<file path="config.mk">
export PLATFORM = sky130hd
export DESIGN_NAME = run_stats_dumper
export DESIGN_NICKNAME = d
export VERILOG_FILES = /design/src/rtl/run_stats_dumper.sv
export SDC_FILE = /design/constraint.sdc
export NUM_CORES = 1
export LEC_CHECK = 0
export CAP_MARGIN = 5
export CORE_MARGIN = 2
export CORE_UTILIZATION = 52
export DETAILED_ROUTE_END_ITERATION = 8
export PLACE_DENSITY = 0.95
export SLEW_MARGIN = 15
export SYNTH_ARGS = -nofsm -noshare
export SYNTH_HDL_FRONTEND = slang
export SYNTH_SLANG_ARGS = --single-unit
</file>
<file path="constraint.sdc">
create_clock -name CLK -period 3.6 [get_ports CLK]
set_clock_uncertainty 0.15 [all_clocks]
set_input_delay 0.9 -clock CLK [delete_from_list [all_inputs] [get_ports CLK]]
set_output_delay 0.9 -clock CLK [all_outputs]
set_load 0.05 [all_outputs]
</file>
<file path="src/rtl/run_stats_dumper.sv">
// run_stats_dumper: counts cycles until finish or watchdog, then streams a data-memory dump
// followed by one cycle-count beat over a valid/ready channel.
module run_stats_dumper #(
  parameter int DATA_WIDTH = 32,
  parameter int ADDR_WIDTH = 9,
  parameter int DUMP_DEPTH = 512,
  parameter int CNT_WIDTH  = 32,
  parameter int TIMEOUT    = 0
) (
  input  logic                  CLK,
  input  logic                  RST_N,
  input  logic                  finish,
  output logic [ADDR_WIDTH-1:0] mem_addr,
  output logic                  mem_rd,
  input  logic [DATA_WIDTH-1:0] mem_rdata,
  output logic                  out_valid,
  input  logic                  out_ready,
  output logic [DATA_WIDTH-1:0] out_data,
  output logic                  out_kind,
  output logic                  out_last,
  output logic [CNT_WIDTH-1:0]  cycle_count,
  output logic                  timed_out,
  output logic                  done
);
  typedef enum logic [2:0] {RUN, FETCH, CAPTURE, SEND, SENDCNT, DONE} state_t;
  state_t state, state_nx;
  logic [ADDR_WIDTH:0] idx;
  logic [CNT_WIDTH-1:0] cnt_inc;
  logic hit_to, last_word, accept;
  assign cnt_inc   = &cycle_count ? cycle_count : cycle_count + 1'b1;
  assign hit_to    = (TIMEOUT != 0) && (64'(cnt_inc) == 64'(TIMEOUT));
  assign last_word = idx == (ADDR_WIDTH+1)'(DUMP_DEPTH - 1);
  assign accept    = out_valid && out_ready;
  assign mem_rd    = state == FETCH;
  // idx only moves on the way into FETCH, so the address holds between reads
  assign mem_addr  = idx[ADDR_WIDTH-1:0];
  always_ff @(posedge CLK or negedge RST_N)
    if (!RST_N) state <= RUN;
    else state <= state_nx;
  always_comb begin
    state_nx = state;
    case (state)
      RUN:     state_nx = (finish || hit_to) ? FETCH : RUN;
      FETCH:   state_nx = CAPTURE;
      CAPTURE: state_nx = SEND;
      SEND:    state_nx = accept ? (last_word ? SENDCNT : FETCH) : SEND;
      SENDCNT: state_nx = accept ? DONE : SENDCNT;
      default: state_nx = DONE;
    endcase
  end
  always_ff @(posedge CLK or negedge RST_N) begin
    if (!RST_N) begin
      cycle_count <= '0;
      idx         <= '0;
      out_data    <= '0;
      out_valid   <= 1'b0;
      out_kind    <= 1'b0;
      out_last    <= 1'b0;
      timed_out   <= 1'b0;
      done        <= 1'b0;
    end else begin
      if (state == RUN) begin
        cycle_count <= cnt_inc;
        if (!finish && hit_to) timed_out <= 1'b1;
      end
      if (state == CAPTURE) begin
        out_data  <= mem_rdata;
        out_kind  <= 1'b0;
        out_last  <= 1'b0;
        out_valid <= 1'b1;
      end
      if (state == SEND && accept) begin
        if (last_word) begin
          out_data <= DATA_WIDTH'(cycle_count);
          out_kind <= 1'b1;
          out_last <= 1'b1;
        end else begin
          idx       <= idx + 1'b1;
          out_valid <= 1'b0;
        end
      end
      if (state == SENDCNT && accept) begin
        out_valid <= 1'b0;
        out_kind  <= 1'b0;
        out_last  <= 1'b0;
        done      <= 1'b1;
      end
    end
  end
endmodule

</file>
==> impl_metrics.tcl, run 1 <==
set metrics [dict create \
    outcome "finished clean" \
    rsz0062_at_grt "no" \
    yosys-top-cells-area "dfrtp_1 (50%), mux2i_1 (8.5%), xnor2_1 (5.0%), nand2_1 (4.1%), o21ai_0 (2.7%)" \
    synthDominantCellAreaShare_pct 50.5 \
    area_growth_pct 32.9 \
    post_synth_num_cell_types 45 \
    postCtsSetupBuffers 0 \
    async_reset_ff_share_pct 100 \
    setup_viol 0 \
    synth_warnings 0 \
    cp-end-kind "output port" \
    start_util_pct 52.8 \
    hold_class "register to register" \
    insertion_delay_ps 360 \
    syn_nets 405 \
    antennaDiodeCount 0 \
    gp_congestion 0.790 \
    fin_nets 507 \
    drc_errors 0 \
    core_area_sq_mm 0.00761 \
    whs_ps 352 \
    first_pass_iters 4 \
    synth_top_area_cell "dfrtp_1" \
    cp-start-kind "register" \
    final_util_pct 70.1 \
    die_x_microns 91.9 \
    ir_drop_uv 753 \
    hold_buffers 0 \
    first_global_vias 3098 \
    track_usage_pct 21.7 \
    drtIter0Drc 126 \
    io_buffers 113 \
    syn_avg_cell_area_sq_um 10.9 \
    max_freq_ghz 0.332 \
    fin_crit_sh_pct 83.7 \
    dpl.hpwl_mm 6.03 \
    ctsResizeCount 0 \
    syn-instance-count 367 \
    grt_pass1_wl_mm 14.7 \
    period_minus_slack_ps 3010 \
    vias 3074 \
    cts_buffer_depth 2 \
    nFillCells 583 \
    synth-seq-cells 81 \
    post_drt_wl_per_cell_microns 15.1 \
    antenna_found_initial 0 \
    synth.cell_area_sq_mm 0.00402 \
    layout.cells.non_filler 576 \
    routed_via_density 5.34 \
    ios 115 \
    root_buffer "clkbuf_8" \
    path_max_fanout 5 \
    cts_tree "done" \
    dpl.cell_count 560 \
    synth-edff-count 0 \
    clkSinkCount 81 \
    path_class "register to output port" \
    hold_viol_final 0 \
    num_rows 32 \
    tightestPinTransition_ps 978 \
    synth_flop_cell "dfrtp_1" \
    die_y_microns 91.9 \
    grt_overflow_total 0 \
    htreeDepth 3 \
    p_leak_nw 2.17 \
    slew_viol_final 0 \
    grt_max_degree 82 \
    ant_nets 0 \
    crit_required_ps 2550 \
    max-cap-violations 0 \
    worst_ep_arrival_time_ps 1960 \
    die-area_sq_mm 0.00844 \
    relSlewSlack_pct 34.8 \
    path_clk_slew_ps 80 \
    power.density_mw_per_mm2 777 \
    wl_mm 8.68 \
    ys_seq_area_share_pct 50.5 \
    numCtsBuffers 9 \
    tns_ps 0 \
    drive_gt1_share_pct 9.70 \
]
## report_power, final
part / internal, mW / switching [mW] / leakage (nW)
clock: 0.464 / 0.333 / 0.121
sequential: 1.16 / 0.183 / 1.04
combinational: 0.720 / 1.29 / 1.01
## logic make-up (layout without fill, tap and decap cells)
kind of cell    count (synthesis)  in the layout  synth area share, %
compound gates                 46             46                 7.60
xor+xnor                       35             35                 7.63
fa+ha+maj                       2              2                0.623
buf+inv                        28            135                 5.70
flops                          81             81                 50.5
mux                            37             37                 9.32
other cells                     1              1               0.0934
simple gates                  137            137                 18.5
## cell type report
type	instances	area (sq um)	share of cell area [%]
inverter	4	15.0	0.281
timing repair buffer	115	1160	21.7
clock buffer	10	128	2.39
sequential	81	2030	38.0
tap	102	128	2.39
multi-input combinational	258	1770	33.1
clock inverter	6	116	2.18
## synth_stat cells, types with 3 or more instances
| cell type | n |
|---|---|
| inv_1 | 4 |
| mux2_2 | 3 |
| and3_1 | 8 |
| dfrtp_1 | 81 |
| and2_1 | 5 |
| o21ai_0 | 22 |
| buf_12 | 4 |
| xor2_1 | 12 |
| and4_1 | 3 |
| nand4_1 | 6 |
| nor3_1 | 9 |
| buf_2 | 5 |
| nand3_1 | 21 |
| nand2_1 | 44 |
| buf_4 | 11 |
| nor2_1 | 17 |
| clkbuf_2 | 3 |
| o21ai_2 | 10 |
| mux2i_1 | 34 |
| nor4b_1 | 4 |
| a21oi_1 | 7 |
| xnor2_1 | 23 |
## path summary, 6_finish.rpt
path	cells after the start	slack, ps	end	start
setup / recovery	3	590	mem_rd	state[0]
hold / removal	1	350	done	done
setup reg to reg	6	1230	cycle_count[1]	cycle_count[0]
hold reg to reg	1	350	done	done
max in group asynchronous	1	2120	out_data[6]	RST_N
min in group asynchronous	1	540	out_data[26]	RST_N
## routing by layer
metal	wire length [microns]	vias up	global-route usage (%)
li1	-	1480	-
met1	3780	1474	28.3
met2	4200	107	35.8
met3	584	13	4.60
met4	120	0	8.33
met5	0	-	0
## metrics by stage
| step | worst slack (ps) | power (mW) | instance area (sq um) |
|---|---|---|---|
| floorplan | 977 | 2.74 | 4020 |
| global placement | 820 | 3.32 | 5090 |
| detailed placement | 796 | 3.37 | 5090 |
| CTS | 572 | 4.17 | 5340 |
| global route | 498 | 4.35 | 5340 |
| finish | 588 | 4.15 | 5340 |
## critical path: stages, from the launching register on
cell	delay (ps)
dfrtp_1	460
inv_1	140
nor3_1	170
clkdlybuf4s50_1	830
## registers in the layout, indices dropped and copies added, names as in the netlist
register     flops
cycle_count     32
done             1
idx             10
out_data        32
out_kind         1
out_last         1
out_valid        1
state            3
## placed cells by master (no fill, tap or decap), types with 3 or more instances in the layout
master	synthesis	layout
a21oi_1	7	7
nand3_1	21	21
mux2i_1	34	34
and2_1	5	5
dfrtp_1	81	81
nor3_1	9	9
nor2_1	17	16
nand4_1	6	6
xor2_1	12	12
o21ai_2	10	10
and3_1	8	8
clkbuf_8	0	9
nand2_1	44	44
clkinv_4	0	3
o21ai_0	22	22
xnor2_1	23	23
nor4b_1	4	4
clkdlybuf4s50_1	0	112
bufinv_16	0	3
and4_1	3	3
inv_1	4	4
mux2_2	3	3
(Power assumes the default switching activity.)
==> inputs of run 2 (changes only) <==
--- a/config.mk
+++ b/config.mk
@@ -7,9 +7,9 @@
 export LEC_CHECK = 0
 export CAP_MARGIN = 5
 export CORE_MARGIN = 2
-export CORE_UTILIZATION = 52
+export CORE_UTILIZATION = 43
 export DETAILED_ROUTE_END_ITERATION = 8
-export PLACE_DENSITY = 0.95
+export PLACE_DENSITY = 0.85
 export SLEW_MARGIN = 15
 export SYNTH_ARGS = -nofsm -noshare
 export SYNTH_HDL_FRONTEND = slang
==> constraint.sdc (replaced) <==
create_clock -name CLK -period 2.5 [get_ports CLK]
set_clock_uncertainty 0.15 [all_clocks]
set_input_delay 0.625 -clock CLK [delete_from_list [all_inputs] [get_ports CLK]]
set_output_delay 0.625 -clock CLK [all_outputs]
set_load 0.05 [all_outputs]
==> impl_metrics.tcl, run 2 (synthesis gave the netlist of run 1 again) <==
set metrics [dict create \
    root_buffer "clkbuf_8" \
    p_leak_nw 2.30 \
    placed_cell_area_sq_mm 0.00518 \
    multi_input_area_sq_mm 0.00177 \
    cp-end-kind "output port" \
    slew_viol_final 0 \
    fin_crit_sh_pct 97.5 \
    worst_ep_arrival_time_ps 1660 \
    ir_drop_uv 1050 \
    crit_start "cycle_count[0]" \
    tightestPinTransition_ps 541 \
    grtUsageMet1_pct 22.8 \
    num_rows 35 \
    drive_gt1_share_pct 11.8 \
    top_regs "cycle_count (32), out_data (32), idx (10)" \
    numCtsBuffers 9 \
    die-area_sq_mm 0.0101 \
    cts_tree "done" \
    cts_buffer_depth 2 \
    period_minus_slack_ps 2440 \
    post_drt_wl_per_cell_microns 14.9 \
    antennaDiodeCount 0 \
    rsz0062_at_grt "no" \
    path_class "register to output port" \
    track_usage_pct 18.0 \
    first_global_vias 3043 \
    max_freq_ghz 0.410 \
    nFillCells 759 \
    r2r-start "cycle_count[0]" \
    path_clk_slew_ps 80 \
    critPathMaxStageDelay_ps 870 \
    path_max_fanout 5 \
    grt_overflow_total 0 \
    wl_mm 8.86 \
    htreeDepth 3 \
    cp-start-kind "register" \
    gr-usage-met3_pct 4.79 \
    routed_via_density 5.25 \
    grt_pass1_wl_mm 14.4 \
    antenna_found_initial 0 \
    layout_commonest_cell "clkdlybuf4s50_1" \
    die_y_microns 101 \
    relSlewSlack_pct 63.8 \
    clkSinkCount 81 \
    outcome "finished clean" \
    ant_nets 0 \
    crit_required_ps 1730 \
    ios 115 \
    postLayoutCellArea_sq_mm 0.00543 \
    grt_max_degree 45 \
    die_x_microns 101 \
    drc_errors 0 \
    fin_nets 515 \
    start_util_pct 43.9 \
    tns_ps 0 \
    vias 3111 \
    drtIter0Drc 63 \
    seq_area_sq_mm 0.00203 \
    path_cells "clkdlybuf4s50_1" \
    dpl.hpwl_mm 6.60 \
    hold_class "primary input to async pin" \
    io_buffers 113 \
    cp_num_buf_inv 1 \
    top_usage_layer "met2" \
    max-cap-violations 0 \
    hold_viol_final 0 \
    cpLargestDelayFamily "buffers and inverters" \
    mostFrequentLayoutCells "clkdlybuf4s50_1 (104), dfrtp_1 (81), nand2_1 (44)" \
    insertion_delay_ps 360 \
    grt_use_met2_pct 29.7 \
    setup_viol 0 \
    postCtsSetupBuffers 0 \
    power.density_mw_per_mm2 1090 \
    area_growth_pct 35.2 \
    critPathSlowestCell "clkdlybuf4s50_1" \
    core_area_sq_mm 0.00915 \
    gp_congestion 0.772 \
    first_pass_iters 4 \
]
==> run 2: cell types whose count changed in the layout (fill, tap and decap cells not counted) <==
| cell | previous run | this run |
|---|---|---|
| dlymetal6s2s_1 | 0 | 6 |
| clkbuf_1 | 1 | 0 |
| clkinv_4 | 3 | 1 |
| buf_12 | 1 | 3 |
| buf_4 | 2 | 10 |
| bufinv_16 | 3 | 2 |
| clkdlybuf4s50_1 | 112 | 104 |
| clkbuf_8 | 9 | 10 |
| clkinvlp_4 | 0 | 3 |
==> run 2: power breakdown <==
group          switching (mW)  internal [mW]  total [mW]
Combinational            1.87           1.06        2.93
Sequential              0.266           1.67        1.93
Clock                   0.486          0.590        1.08
Total                    2.62           3.32        5.94
==> run 2: layer usage <==
layer	routed length, microns	up-vias
li1	-	1498
met1	3920	1503
met2	4230	95
met3	539	15
met4	164	0
met5	0	-
==> run 2: final timing paths <==
| path | to | slack, ps | cells after the start |
|---|---|---|---|
| max | cycle_count[0] | 60 | 1 |
| min | out_data[29] | 80 | 1 |
| max reg2reg | cycle_count[1] | 190 | 6 |
| min reg2reg | done | 330 | 1 |
| max in group asynchronous | cycle_count[30] | 1490 | 2 |
| min in group CLK | done | 330 | 1 |
==> run 2: what timing repair did <==
action                     4_1_cts  5_1_grt
hold buffers                     0        0
gates resized for setup          0        6
setup endpoints to repair        0        6
==> run 2: per-stage QoR <==
| step | power [mW] | instances | worst slack (ps) | hold slack (ps) | util [%] |
|---|---|---|---|---|---|
| finish | 5.94 | 593 | 61.5 | 82.0 | 59.3 |
| global route | 6.24 | 593 | 8.20 | 98.5 | 59.3 |
| CTS | 5.99 | 593 | 16.0 | 87.5 | 59.1 |
| detailed placement | 4.91 | 577 | 35.7 | 304 | 56.6 |
| global placement | 4.82 | 577 | 109 | 310 | 56.6 |
| floorplan | 3.94 | 367 | 139 | 179 | - |
==> run 2: cell type report <==
cell class | count | area share, %
Tap cell | 111 | 2.56
Multi-Input combinational cell | 258 | 32.5
Inverter | 4 | 0.277
Clock inverter | 6 | 1.68
Clock buffer | 10 | 2.54
Timing Repair Buffer | 123 | 23.1
Sequential cell | 81 | 37.3
